`src/rtl/p1v_clk_pkg.sv`:
```
// -----------------------------------------------------------------------------
// p1v_clk_pkg
//    Shared definitions for the Propeller clock/reset control stage:
//    timing constants, cfg bit positions, the CLKSEL encoding, the
//    reset-sequencer state type and the divisor / source-requirement lookups.
// -----------------------------------------------------------------------------
package p1v_clk_pkg;

   // Master (clk_pll) cycle counts
   localparam int DIV_RCFAST = 16;     // master cycles per cog cycle, RCFAST
   localparam int DIV_RCSLOW = 4096;   // master cycles per cog cycle, RCSLOW
   localparam int OSC_WAIT   = 1024;   // OSCENA rise to osc_ok
   localparam int PLL_WAIT   = 256;    // PLLENA & osc_ok to pll_ok
   localparam int RES_HOLD   = 64;     // inp_res hold after any reset cause

   // Divider counter width: enough for the largest divisor minus one
   localparam int DIV_W = $clog2(DIV_RCSLOW);

   // cfg bit positions (as written by CLKSET)
   localparam int CFG_RESET    = 7;
   localparam int CFG_PLLENA   = 6;
   localparam int CFG_OSCENA   = 5;
   localparam int CFG_OSCM_MSB = 4;
   localparam int CFG_OSCM_LSB = 3;
   localparam int CFG_SEL_MSB  = 2;
   localparam int CFG_SEL_LSB  = 0;

   typedef enum logic [2:0] {
      SEL_RCFAST = 3'd0,
      SEL_RCSLOW = 3'd1,
      SEL_XINPUT = 3'd2,
      SEL_XTAL1  = 3'd3,
      SEL_XTAL2  = 3'd4,
      SEL_XTAL4  = 3'd5,
      SEL_XTAL8  = 3'd6,
      SEL_XTAL16 = 3'd7
   } clk_sel_e;

   typedef enum logic [1:0] {
      ST_HOLD  = 2'd0,
      ST_RUN   = 2'd1,
      ST_SWRES = 2'd2
   } state_e;

   // Terminal value of the divider for a source: the strobe fires when
   // div_cnt equals this. XTAL16 returns 0, so the strobe is constant.
   function automatic logic [DIV_W-1:0] div_last(input clk_sel_e sel);
      case (sel)
         SEL_RCFAST: div_last = DIV_W'(DIV_RCFAST - 1);
         SEL_RCSLOW: div_last = DIV_W'(DIV_RCSLOW - 1);
         SEL_XINPUT: div_last = DIV_W'(15);
         SEL_XTAL1:  div_last = DIV_W'(15);
         SEL_XTAL2:  div_last = DIV_W'(7);
         SEL_XTAL4:  div_last = DIV_W'(3);
         SEL_XTAL8:  div_last = DIV_W'(1);
         default:    div_last = '0;
      endcase
   endfunction

   // True when the clock sources a selection depends on are usable.
   function automatic logic sel_allowed(input clk_sel_e sel,
                                        input logic     osc,
                                        input logic     pll);
      case (sel)
         SEL_RCFAST, SEL_RCSLOW: sel_allowed = 1'b1;
         SEL_XINPUT, SEL_XTAL1:  sel_allowed = osc;
         default:                sel_allowed = osc & pll;
      endcase
   endfunction

endpackage

```
`src/rtl/stab_cnt.sv`:
```
// -----------------------------------------------------------------------------
// stab_cnt
//    Enable-gated saturating counter used to time oscillator start-up and
//    PLL lock. Counts master cycles while en is high, stops at WAIT and
//    reports done from then on. Dropping en clears the count (and so done)
//    on the next edge.
//
//    Ports
//       clk_pll  in   master clock
//       nres     in   asynchronous active-low reset
//       en       in   count enable; low clears the counter
//       done     out  counter has reached WAIT
// -----------------------------------------------------------------------------
module stab_cnt #(
   parameter int WAIT = 1024
) (
   input  logic clk_pll,
   input  logic nres,
   input  logic en,
   output logic done
);

   localparam int                CNT_W   = $clog2(WAIT + 1);
   localparam logic [CNT_W-1:0]  CNT_MAX = CNT_W'(WAIT);

   logic [CNT_W-1:0] cnt;

   // NOTE: clocked state is written with <= so every flop samples the values
   // from before the edge, independent of process ordering.
   always_ff @(posedge clk_pll or negedge nres) begin
      if (!nres) begin
         cnt <= '0;
      end else if (!en) begin
         cnt <= '0;
      end else if (cnt != CNT_MAX) begin
         cnt <= cnt + 1'b1;
      end
   end

   assign done = (cnt == CNT_MAX);

endmodule

```
`src/rtl/clk_ctl.sv`:
```
// -----------------------------------------------------------------------------
// clk_ctl
//    Clock/reset control stage in front of the Propeller core. Produces the
//    cog-clock enable strobe for the external clock gate, sequences the core
//    reset request, waits for oscillator/PLL stabilisation and switches the
//    clock source only on period boundaries.
//
//    Ports
//       clk_pll  in   master clock (16x rate), all flops on its rising edge
//       nres     in   asynchronous active-low reset
//       cfg      in   [7] RESET [6] PLLENA [5] OSCENA [4:3] OSCM [2:0] CLKSEL
//       ena_cog  out  one-master-cycle strobe per cog clock period
//       inp_res  out  active-high reset request to the core
//       cur_sel  out  CLKSEL currently in effect
//       osc_ok   out  oscillator stable
//       pll_ok   out  PLL locked
//       sel_err  out  sticky: a requested CLKSEL was refused
// -----------------------------------------------------------------------------
module clk_ctl
   import p1v_clk_pkg::*;
(
   input  logic       clk_pll,
   input  logic       nres,
   input  logic [7:0] cfg,
   output logic       ena_cog,
   output logic       inp_res,
   output logic [2:0] cur_sel,
   output logic       osc_ok,
   output logic       pll_ok,
   output logic       sel_err
);

   localparam int RES_W = $clog2(RES_HOLD);

   state_e            state;
   state_e            state_nxt;
   logic [RES_W-1:0]  res_cnt;
   logic              res_done;
   logic              force_rcfast;

   clk_sel_e          sel_q;
   clk_sel_e          sel_nxt;
   clk_sel_e          sel_req;
   logic [DIV_W-1:0]  div_cnt;
   logic [DIV_W-1:0]  div_nxt;
   logic              err_q;
   logic              err_nxt;

   logic              pll_en;
   logic              osc_hold;
   logic              pll_hold;
   logic              src_lost;
   logic              sel_pend;
   logic              unused_oscm;

   // OSCM is consumed by the pad block, not here.
   assign unused_oscm = ^cfg[CFG_OSCM_MSB:CFG_OSCM_LSB];

   // ---------------------------------------------------------------------
   // Stabilisation timers
   // ---------------------------------------------------------------------
   assign pll_en = cfg[CFG_PLLENA] & osc_ok;

   stab_cnt #(.WAIT(OSC_WAIT)) u_osc_cnt (
      .clk_pll (clk_pll),
      .nres    (nres),
      .en      (cfg[CFG_OSCENA]),
      .done    (osc_ok)
   );

   stab_cnt #(.WAIT(PLL_WAIT)) u_pll_cnt (
      .clk_pll (clk_pll),
      .nres    (nres),
      .en      (pll_en),
      .done    (pll_ok)
   );

   // A flag that is high now but whose enable is low will clear on this
   // edge; the *_hold terms let the selector react on that same edge.
   assign osc_hold = osc_ok & cfg[CFG_OSCENA];
   assign pll_hold = pll_ok & pll_en;

   // ---------------------------------------------------------------------
   // Reset sequencer: state register / next state / outputs
   // ---------------------------------------------------------------------
   always_ff @(posedge clk_pll or negedge nres) begin
      if (!nres) begin
         state <= ST_HOLD;
      end else begin
         state <= state_nxt;
      end
   end

   assign res_done = (res_cnt == RES_W'(RES_HOLD - 1));

   // NOTE: each combinational output gets a default first so no path leaves
   // it unassigned, which would otherwise infer a latch.
   always_comb begin
      state_nxt = state;
      case (state)
         ST_HOLD:  if (res_done)        state_nxt = ST_RUN;
         ST_RUN:   if (cfg[CFG_RESET])  state_nxt = ST_SWRES;
         ST_SWRES: if (!cfg[CFG_RESET]) state_nxt = ST_HOLD;
         default:                       state_nxt = ST_HOLD;
      endcase
   end

   // RESET seen in RUN takes the clock back to RCFAST on the same edge that
   // enters SWRES, ahead of any loss-of-source or pending selection.
   always_comb begin
      inp_res      = 1'b1;
      force_rcfast = 1'b0;
      case (state)
         ST_RUN: begin
            inp_res      = 1'b0;
            force_rcfast = cfg[CFG_RESET];
         end
         ST_SWRES: force_rcfast = 1'b1;
         default: ;
      endcase
   end

   // Counts only in HOLD and wraps to 0 on the cycle HOLD exits, so every
   // entry to HOLD starts a full RES_HOLD stretch.
   always_ff @(posedge clk_pll or negedge nres) begin
      if (!nres) begin
         res_cnt <= '0;
      end else if (state == ST_HOLD && !res_done) begin
         res_cnt <= res_cnt + 1'b1;
      end else begin
         res_cnt <= '0;
      end
   end

   // ---------------------------------------------------------------------
   // Divider and source selection
   // ---------------------------------------------------------------------
   assign ena_cog  = (div_cnt == div_last(sel_q));
   assign sel_req  = clk_sel_e'(cfg[CFG_SEL_MSB:CFG_SEL_LSB]);
   assign src_lost = !sel_allowed(sel_q, osc_hold, pll_hold);
   // Changes are only looked at on the last cycle of a period, so the old
   // period always completes and the new one starts from div_cnt = 0.
   assign sel_pend = ena_cog && (sel_req != sel_q);

   always_comb begin
      sel_nxt = sel_q;
      div_nxt = ena_cog ? '0 : div_cnt + 1'b1;
      err_nxt = err_q;
      if (force_rcfast) begin
         if (sel_q != SEL_RCFAST) begin
            sel_nxt = SEL_RCFAST;
            div_nxt = '0;
         end
      end else if (src_lost) begin
         // The one switch that does not wait for a period boundary.
         sel_nxt = SEL_RCFAST;
         div_nxt = '0;
      end else if (sel_pend) begin
         if (sel_allowed(sel_req, osc_hold, pll_hold)) begin
            sel_nxt = sel_req;
            err_nxt = 1'b0;
         end else begin
            err_nxt = 1'b1;
         end
      end
   end

   always_ff @(posedge clk_pll or negedge nres) begin
      if (!nres) begin
         sel_q   <= SEL_RCFAST;
         div_cnt <= '0;
         err_q   <= 1'b0;
      end else begin
         sel_q   <= sel_nxt;
         div_cnt <= div_nxt;
         err_q   <= err_nxt;
      end
   end

   assign cur_sel = sel_q;
   assign sel_err = err_q;

endmodule

```
`config.mk`:
```
export PLATFORM = sky130hd
export DESIGN_NAME = clk_ctl
export DESIGN_NICKNAME = d
export VERILOG_FILES = /design/src/rtl/p1v_clk_pkg.sv /design/src/rtl/stab_cnt.sv /design/src/rtl/clk_ctl.sv
export SDC_FILE = /design/constraint.sdc
export NUM_CORES = 1
export LEC_CHECK = 0
export ABC_AREA = 1
export BUFFER_PORTS_ARGS = -buffer_cell sky130_fd_sc_hd__buf_4
export CAP_MARGIN = 20
export CORE_AREA = 2 2 83 65
export DETAILED_ROUTE_END_ITERATION = 12
export DIE_AREA = 0 0 85 67
export GPL_TIMING_DRIVEN = 0
export PLACE_DENSITY = 0.73
export SYNTH_ARGS = -nofsm -noshare
export SYNTH_HDL_FRONTEND = slang
export SYNTH_SLANG_ARGS = --single-unit
```
`constraint.sdc`:
```
create_clock -name clk_pll -period 1.6 [get_ports clk_pll]
set_input_delay 0.24 -clock clk_pll [delete_from_list [all_inputs] [get_ports clk_pll]]
set_output_delay 0.24 -clock clk_pll [all_outputs]
set_load 0.01 [all_outputs]
```
==> results of run 1 <==
[power by group through the flow]
| stage | combinational (mW) | sequential (mW) | clock [mW] |
|---|---|---|---|
| 2_1_floorplan | 0.678 | 1.35 | 0 |
| 3_3_place_gp | 0.874 | 1.37 | 0 |
| 3_5_place_dp | 0.901 | 1.37 | 0 |
| 4_1_cts | 1.04 | 1.34 | 0.883 |
| 5_1_grt | 1.41 | 1.35 | 0.927 |
| 6_report | 1.26 | 1.33 | 0.866 |
[critical path: stages, from the launching register on]
cell and delay (ns):
dfrtp_1 0.38, buf_6 0.14, nand2_1 0.07, nand2_1 0.07, nand2_1 0.06, inv_1 0.05, nand2_1 0.05, nor2_2 0.15
nand3_2 0.13, inv_2 0.07, buf_6 0.09
[per-stage QoR]
stage / cells / TNS (ns)
finish: 461 / -1.69
global route: 461 / -3.75
global placement: 412 / -2.55
detailed placement: 412 / -3.31
floorplan: 338 / 0
CTS: 450 / -0.907
[synth_stat cells (all sizes together) (2+ instances only)]
master	n	area [sq um]
nor3	12	70.1
o21ai	14	81.3
xnor2	4	35.0
a21oi	15	75.1
xor2	9	78.8
nor2	72	298
inv	53	199
nand2	74	285
buf	2	10.0
dfrtp	44	1100
nand4	3	18.8
a211oi	2	15.0
ha	10	125
nand3	16	103
[flip-flops by register name (all words and copies together), names as in the netlist]
signal and count:
div_cnt 12, u_osc_cnt.cnt 11, u_pll_cnt.cnt 9, res_cnt 6, cur_sel 3, state 2, sel_err 1
[final timing paths]
kind / endpoint / slack [ns] / cells past startpoint
max in group asynchronous: cur_sel[0] / 0.73 / 2
setup / recovery: ena_cog / -0.19 / 10
hold reg to reg: u_osc_cnt.cnt[6] / 0.58 / 2
setup reg to reg: div_cnt[10] / -0.11 / 10
min in group asynchronous: cur_sel[1] / 0.48 / 2
hold / removal: cur_sel[0] / 0.23 / 3
[cell families after synthesis]
group | count (synthesis) | synth area share (%)
compound gates | 36 | 8.46
xor+xnor | 13 | 4.45
fa+ha+maj | 10 | 4.89
buf+inv | 55 | 8.16
flops | 44 | 43.0
simple gates | 180 | 31.0
[placed cells by master (no fill, tap or decap), types with 3 or more instances in the layout]
master	instances
xnor2_1	4
buf_4	49
nor3_2	5
inv_2	13
a21oi_1	13
nand4_1	3
ha_1	6
inv_1	40
nor2_4	6
ha_4	3
nor2_2	11
buf_6	6
dfrtp_1	42
nand2_4	4
nand3_1	12
o21ai_0	11
clkbuf_8	5
nand2_2	7
nand2_1	63
xor2_1	9
nor3_1	5
nor2_1	55
[layout make-up]
type / count / area, sq um
fill: 345 / 1430
buffer: 2 / 16.3
timing repair buffer: 55 / 434
clock buffer: 5 / 68.8
inverter: 53 / 199
clock inverter: 3 / 42.5
tap: 60 / 75.1
multi-input combinational: 239 / 1450
sequential: 44 / 1100
[metal layers]
metal  up-vias  share of wire (%)  GRT usage [%]
met3        10                3.0           4.21
met1      1129                 47           28.2
met4         0                1.2           5.95
met2        41                 48           35.0
met5         -                  0              0
li1       1176                  -              -
[repair_timing]
action,4_1_cts,5_1_grt
pin swaps,15,30
gates resized for setup,29,37
buffers inserted,29,12
hold endpoints to repair,44,0
endpoints found under the setup margin,21,27
hold buffers,1,0
==> metrics.txt, run 1 <==
# rows 22; post-synth net total 358; Psw 1.22 mW; Static Leak 1.64 nW; Ports 18; CTS tree built; gr ovfl total 0; Slew Limit Fails 0; cell count after synthesis 338; worst skew pair latency 0.30 ns; RSZ-0062 raised after global routing yes; n_diodes 0; Layout Nets 420; Critical Path RT 1.36 ns; clock period minus worst slack 1.79 ns; status finished, violations left; placed inst area 2740 sq um; Total GRT Usage 21.1%; Chip Width 85 um; Setup WS pre-CTS -0.225 ns; Sw Share 35.4%; number of global-route vias before repair 2,150; failing checks negative setup slack; synth unique cells 31; worst hold path class in -> reg; fin crit share 112%; Vias/cell 5.11; Core Region 4820 sq um; share of cells above drive strength 1 32.2%; CP startpoint kind flip-flop; Setup Skew 0.00509 ns; die area 5700 sq um; min-delay src cfg[0]; Routed WL per cell 13.3 um; initial antenna violation count 0; Layout area overhead 32.3%; maximum VDD drop 656 uV; sequential-to-total area share from yosys stat 43.0%; clock sinks 44; Routability Congestion 0.832; H-Tree Depth 2; via count 2,356; total length of routed wires 6140 um; power density over the cells 1020 nW/um^2; WP data arrival 1.55 ns; Buffers on Ports 14; PnR Total Power 3.46 mW; final setup vio count 19; Mapped Area 2560 sq um; Longest Clk Path Bufs 2; Fmax 560 MHz; first-pass GRT wire length 9470 um; clock share of power 25.1%; crit path capture type primary output; DRC viols 0; Die Span Y 67 um; WS Path Type reg -> out; Max FO, Critical Path 5; drt pass-1 iters 4; DP HPWL 3540 um; fin area 3390 sq um; EDFF count, synth 0; Initial DRC Count 163; crit path from cur_sel[1]; Initial Util 53.1%; worst r2r src u_osc_cnt.cnt[1]; largest net degree at the start of global routing 45; Layout Utilization 70.3%; Inserted Clock Buffers 5; Avg Inst Size Synth 7.57 sq um; logic gate share of total power 36.4%; Reg clk slew, reported paths 0.09 ns; Int Pwr 2.23 mW; Worst slew margin 63.1%; dominant synthesized flop cell dfrtp_1; Reg power frac 38.6%; Seq cells post-synth 44; antenna violation net count after detailed routing 0; async set-reset flop share out of synthesis 100%; MaxCap Viol Count 0; Fin Hold WS 0.231 ns; clk root buf clkbuf_8; worst setup margin -0.186 ns; Hold Vio Cnt, Final 0; Slew @ Worst Pin 0.553 ns; synth warn 0
Power figures use the tool's default switching activity.
==> inputs of run 2 (changes only) <==
Settings changed: CTS_BUF_LIST from default to sky130_fd_sc_hd__clkbuf_16.
==> run 2 against run 1 <==
- the run still ends with negative setup slack left
- sequential cell count is the same
- clock power rose by 36%
- total power is 9.8% higher
- largest power group unchanged
==> metrics.txt, run 2 (synthesized netlist as in run 1, its figures left out) <==
status finished, violations left; failing checks negative setup slack; worst hold path class in -> reg; R2R Path End cur_sel[1]; commonest non-fill, non-tap cell in the layout nand2_1; max FFs per register 12 (unchanged); Reg power frac 35.2% (-3.4 points); Inserted Clock Buffers 5 (unchanged); Routed WL per cell 14.0 um (+5.0%); via count 2,426 (+3.0%); crit path cell chain inv_2, nand2_2, nand2_1, a21oi_1, nor2_1, buf_4, nand4_1, nor2_4, nand2_1, nand2_1, nor2_1; first-pass GRT wire length 9990 um (+5.5%); worst skew pair latency 0.29 ns (about the same); drt pass-1 iters 4 (unchanged); critical path's top delay family simple AND/OR/NAND/NOR gates; Psw 1.27 mW (+3.8%); top register by number of flip-flops div_cnt; CTS tree built; # rows 22 (unchanged); crit path from cur_sel[0]; Longest Clk Path Bufs 2 (unchanged); largest registers div_cnt: 12 flops, u_osc_cnt.cnt: 11 flops, u_pll_cnt.cnt: 9 flops; logic gate share of total power 33.7% (-2.7 points); Buffers & Inverters on Critical Path 2 (-2); Critical Path RT 1.78 ns (+0.42 ns); Static Leak 1.73 nW (+5.4%); clock period minus worst slack 1.77 ns (-0.0176 ns); Die Span Y 67 um (unchanged); met2 GRT Util 37.0% (+2.1 points); Fmax 565 MHz (+0.99%); Reg clk slew, reported paths 0.06 ns (-0.03 ns); fin crit share 111% (-1.1 points); M1 GR Usage 29.4% (+1.2 points); Routability Congestion 0.832 (unchanged); Max FO, Critical Path 6 (+1); GRT busiest layer met2; Worst slew margin 62.8% (-0.33 points); worst setup margin -0.169 ns (+0.0176 ns); PnR Total Power 3.80 mW (+9.8%); Buffers on Ports 14 (unchanged); Layout Nets 425 (+1.2%); worst r2r src cur_sel[0]; Int Pwr 2.53 mW (+13%); clock share of power 31.1% (+6.0 points); Initial Util 53.1% (unchanged); Slew Limit Fails 0 (unchanged); commonest non-fill, non-tap cells in the layout nand2_1, nor2_1, buf_4; Setup Skew 0.00708 ns (+0.00199 ns); Slew @ Worst Pin 0.558 ns (+0.00493 ns); die area 5700 sq um (unchanged); cells on worst reg2reg path 11 (+1); WP data arrival 1.95 ns (+0.40 ns); antenna violation net count after detailed routing 0 (unchanged); CP max-delay cell dfrtp_2; global routing usage on met3 5.45% (+1.2 points); clk root buf clkbuf_16; Hold Vio Cnt, Final 0 (unchanged); CP most frequent cell nand2_1; power density over the cells 1080 nW/um^2 (+5.6%); Largest stage delay, worst path 0.46 ns (+0.08 ns); total length of routed wires 6510 um (+6.1%); Total GRT Usage 22.3% (+1.2 points); Setup WS pre-CTS -0.225 ns (unchanged); Layout area overhead 37.5%; number of global-route vias before repair 2,238 (+4.1%); Chip Width 85 um (unchanged); Critical Path End cur_sel[1]; gr ovfl total 0 (unchanged); flop2flop setup slack -0.17 ns (-0.06 ns); initial antenna violation count 0 (unchanged); Initial DRC Count 221 (+36%); largest net degree at the start of global routing 45 (unchanged); Fin Hold WS 0.244 ns (+0.0133 ns); final setup vio count 19 (unchanged); Core Region 4820 sq um (unchanged); clock sinks 44 (unchanged); DP HPWL 3540 um (unchanged); RSZ-0062 raised after global routing yes; H-Tree Depth 2 (unchanged); MaxCap Viol Count 0 (unchanged); maximum VDD drop 688 uV (+4.8%); CP startpoint kind flip-flop; DRC viols 0 (unchanged); n_diodes 0 (unchanged); share of cells above drive strength 1 34.0% (+1.8 points); crit path capture type flip-flop; Filler cells 303 (-12%); WS Path Type reg -> reg; stages on the worst setup path 11 (+1); Ports 18 (unchanged); Sw Share 33.5% (-1.9 points); Vias/cell 5.21 (+1.9%)
## run 2: changes by cell type in the layout (fill, tap and decap cells not counted), moves of 2 or more
cell       change
nor2_4         +2
clkbuf_16      +5
buf_4          +4
clkbuf_8       -5
## run 2: worst min-delay path by stage
stage               startpoint          endpoint  slack [ns]  cells after the start
floorplan                 nres        cur_sel[0]       -0.06                      0
global placement          nres  u_osc_cnt.cnt[9]        0.27                      1
detailed placement        nres  u_osc_cnt.cnt[9]        0.27                      1
CTS                     cfg[0]        cur_sel[0]        0.24                      3
global route            cfg[0]        cur_sel[0]        0.27                      3
finish                  cfg[0]        cur_sel[0]        0.24                      3
## run 2: per-stage QoR
stage | util, % | instance area (sq um) | setup TNS, ns | std cells
finish | 73.1 | 3520 | -1.42 | 466
global route | 73.1 | 3520 | -3.13 | 466
CTS | 68.2 | 3290 | -0.683 | 453
detailed placement | 56.9 | 2740 | -3.31 | 412
global placement | 56.9 | 2740 | -2.55 | 412
floorplan | - | 2560 | 0 | 338
## run 2: layout make-up
cell class	instances	area (sq um)	area share, %
plain buffers	2	16.3	0.462
clock buffers	5	125	3.55
clock inverters	3	42.5	1.21
inverters	53	199	5.65
multi-input cells	239	1480	42.1
flip-flops and latches	44	1100	31.4
well taps	60	75.1	2.13
repair buffers	60	475	13.5
## run 2: per-layer routing
layer	vias up	part of all wire, %
li1	1190	-
met1	1167	46
met2	59	50
met3	10	3.5
met4	0	0.97
met5	-	0
## run 2: power by group through the flow
stage,combinational (mW),sequential (mW),clock (mW)
after floorplan,0.678,1.35,0
after global placement,0.874,1.37,0
after detailed placement,0.901,1.37,0
after CTS,1.11,1.33,1.19
after global routing,1.42,1.35,1.24
final,1.28,1.34,1.18
## run 2: tightest hold or removal path, delay by kind of cell
| kind | cells | cell delay, ns |
|---|---|---|
| buf+inv | 1 | 0.12 |
| simple gates | 2 | 0.13 |
## run 2: what timing repair did
item	in CTS	in global routing
cloned	0	0
gates resized for setup	38	37
setup buffers	32	14
endpoints found under the setup margin	21	26
pin swaps	21	28
endpoints found under the hold margin	44	0
hold buffers	1	0
==> inputs of run 3 (changes only) <==
Settings changed: CTS_CLUSTER_DIAMETER from default to 100, GPL_TIMING_DRIVEN 0 to 1.
==> run 3 against run 2 <==
- the run still ends with negative setup slack left
- sequential share of layout area grew 0.58 points
- design area down 1.8%
- utilization is 1.3 points lower
- die area did not move
- count of clock-buffer cells in the layout did not move
- sequential cell count stayed put
- first-iteration DRC count decreased by 32%
- critical path type unchanged
- critical endpoint is now div_cnt[5]
- largest cell class unchanged
==> metrics.txt, run 3 (synthesized netlist as in run 1, its figures left out) <==
status finished, violations left; failing checks negative setup slack; Routability Congestion 0.822 (-1.2%); H-Tree Depth 2 (unchanged); DRC viols 0 (unchanged); CTS tree built; Initial Util 53.1% (unchanged); WP data arrival 1.92 ns (-0.03 ns); worst setup margin -0.112 ns (+0.0570 ns); placed inst area 2950 sq um (+7.6%); Layout Cells excl Fill 464 (-0.43%); RSZ-0062 raised after global routing yes; worst r2r src u_pll_cnt.cnt[1]; max FFs per register 12 (unchanged); first-pass GRT wire length 9750 um (-2.4%); R2R Path End div_cnt[5]; Layout area overhead 35.0%; top register by number of flip-flops div_cnt; Core Region 4820 sq um (unchanged); fin crit share 107% (-3.6 points); Layout Utilization 71.8% (-1.3 points); Worst slew margin 63.1% (+0.30 points); Max FO, Critical Path 4 (-2); crit path capture type flip-flop; antenna violation net count after detailed routing 0 (unchanged); CP startpoint kind flip-flop; via count 2,292 (-5.5%); Routed WL per cell 12.8 um (-8.7%); Longest Clk Path Bufs 2 (unchanged); cells on worst reg2reg path 11 (unchanged); Reg clk slew, reported paths 0.06 ns (about the same); Placed Instances 439 (+6.6%); met2 GRT Util 36.5% (-0.49 points); Ports 18 (unchanged); Chip Width 85 um (unchanged); fin area 3460 sq um (-1.8%); MaxCap Viol Count 0 (unchanged); DP HPWL 3790 um (+7.0%); die area 5700 sq um (unchanged); Total GRT Usage 21.9% (-0.37 points); Layout Nets 425 (unchanged); share of cells above drive strength 1 32.7% (-1.3 points); register area 1100 sq um (unchanged); crit path cell chain inv_2, ha_4, nand2_4, nor2_4, nand3_4, nor2_4, nor2_2, o21ai_4, buf_4, inv_4, nor3_2; Static Leak 1.68 nW (-2.6%); crit path from u_pll_cnt.cnt[1]; largest net degree at the start of global routing 45 (unchanged); Largest stage delay, worst path 0.40 ns (-0.06 ns); Buffers on Ports 15 (+1); Vias/cell 4.94 (-5.1%); clk root buf clkbuf_16; # rows 22 (unchanged); Die Span Y 67 um (unchanged); WS Path Type reg -> reg; Critical Path End div_cnt[5]; Slew @ Worst Pin 0.554 ns (-0.00446 ns); final setup vio count 19 (unchanged); Slew Limit Fails 0 (unchanged); n_diodes 0 (unchanged); flop2flop setup slack -0.11 ns (+0.06 ns); total length of routed wires 5920 um (-9.1%); clock sinks 44 (unchanged); initial antenna violation count 0 (unchanged); Setup Skew 0.00338 ns (-0.00370 ns); CP most frequent cell nor2_4; combined area of the multi-input logic cells 1430 sq um (-3.5%); Critical Path RT 1.80 ns (+0.02 ns); global routing usage on met3 5.82% (+0.37 points); number of global-route vias before repair 2,246 (+0.36%); commonest non-fill, non-tap cell in the layout nand2_1; gr ovfl total 0 (unchanged); maximum VDD drop 667 uV (-3.1%); drt pass-1 iters 4 (unchanged); worst hold path class in -> reg; worst skew pair latency 0.28 ns (about the same); Inserted Clock Buffers 5 (unchanged); commonest non-fill, non-tap cells in the layout nand2_1, buf_4, nor2_1; Hold Vio Cnt, Final 0 (unchanged); largest registers div_cnt: 12 flops, u_osc_cnt.cnt: 11 flops, u_pll_cnt.cnt: 9 flops; Initial DRC Count 151 (-32%); Fmax 584 MHz (+3.3%); clock period minus worst slack 1.71 ns (-0.0570 ns); CP max-delay cell dfrtp_1; power density over the cells 1080 nW/um^2 (-0.10%); GRT busiest layer met2; Filler cells 342 (+13%); M1 GR Usage 28.4% (-1.0 points)
[run 3: changes by cell type in the layout (fill, tap and decap cells not counted), moves of 2 or more]
cell and change:
inv_4 +2, nor3_4 -2, nor3_1 +4, nor3_2 -2, o21ai_1 +2, nor2_1 -2, o21ai_0 -2, buf_6 -2
nor2_2 +3, buf_4 +3
[run 3: through the flow]
| stage | hold WS, ns | TNS [ns] | worst slack (ns) | total power [mW] |
|---|---|---|---|---|
| 2_1_floorplan | -0.0556 | 0 | 0.0269 | 2.03 |
| 3_3_place_gp | 0.270 | -1.10 | -0.0865 | 2.32 |
| 3_5_place_dp | 0.272 | -2.23 | -0.160 | 2.36 |
| 4_1_cts | 0.217 | -1.27 | -0.109 | 3.53 |
| 5_1_grt | 0.255 | -3.17 | -0.219 | 3.94 |
| 6_report | 0.221 | -1.27 | -0.112 | 3.72 |
[run 3: area by class of cell]
type / count / share of cell area [%]
Inverter: 53 / 5.90
Multi-Input combinational cell: 239 / 41.4
Tap cell: 60 / 2.17
Timing Repair Buffer: 62 / 14.1
Sequential cell: 44 / 32.0
Clock inverter: 1 / 0.869
Clock buffer: 5 / 3.62
[run 3: worst min path at each step]
stage	start	to	slack (ns)	cells after the start
after floorplan	nres	cur_sel[0]	-0.06	0
after global placement	nres	u_osc_cnt.cnt[9]	0.27	1
after detailed placement	nres	u_osc_cnt.cnt[8]	0.27	1
after CTS	cfg[0]	cur_sel[0]	0.22	3
after global routing	cfg[0]	cur_sel[0]	0.26	3
final	cfg[0]	cur_sel[0]	0.22	3
[run 3: metal layers]
| layer | routed length, um | vias up |
|---|---|---|
| li1 | - | 1187 |
| met1 | 2890 | 1073 |
| met2 | 2860 | 28 |
| met3 | 135 | 4 |
| met4 | 36 | 0 |
| met5 | 0 | - |
[run 3: worst max-delay path: cells and delay by family, from the launching register on]
family,cells,cell delay (ns)
AOI/OAI and AO/OA,1,0.19
adders and majority gates,1,0.13
DFF,1,0.40
and+or+nand+nor,6,0.62
buffers and inverters,3,0.29
[run 3: report_power, final]
group          total [mW]  leakage [nW]  switching, mW  internal (mW)
registers            1.35         0.590          0.112           1.24
logic                1.26          1.02          0.718          0.540
clock network        1.11        0.0757          0.394          0.719
[run 3: repair_timing]
action / 4_1_cts / 5_1_grt
setup endpoints to repair: 19 / 30
pin swaps: 17 / 16
endpoints found under the hold margin: 44 / 0
hold buffers: 1 / 0
resized for setup: 39 / 30
setup buffers: 11 / 9
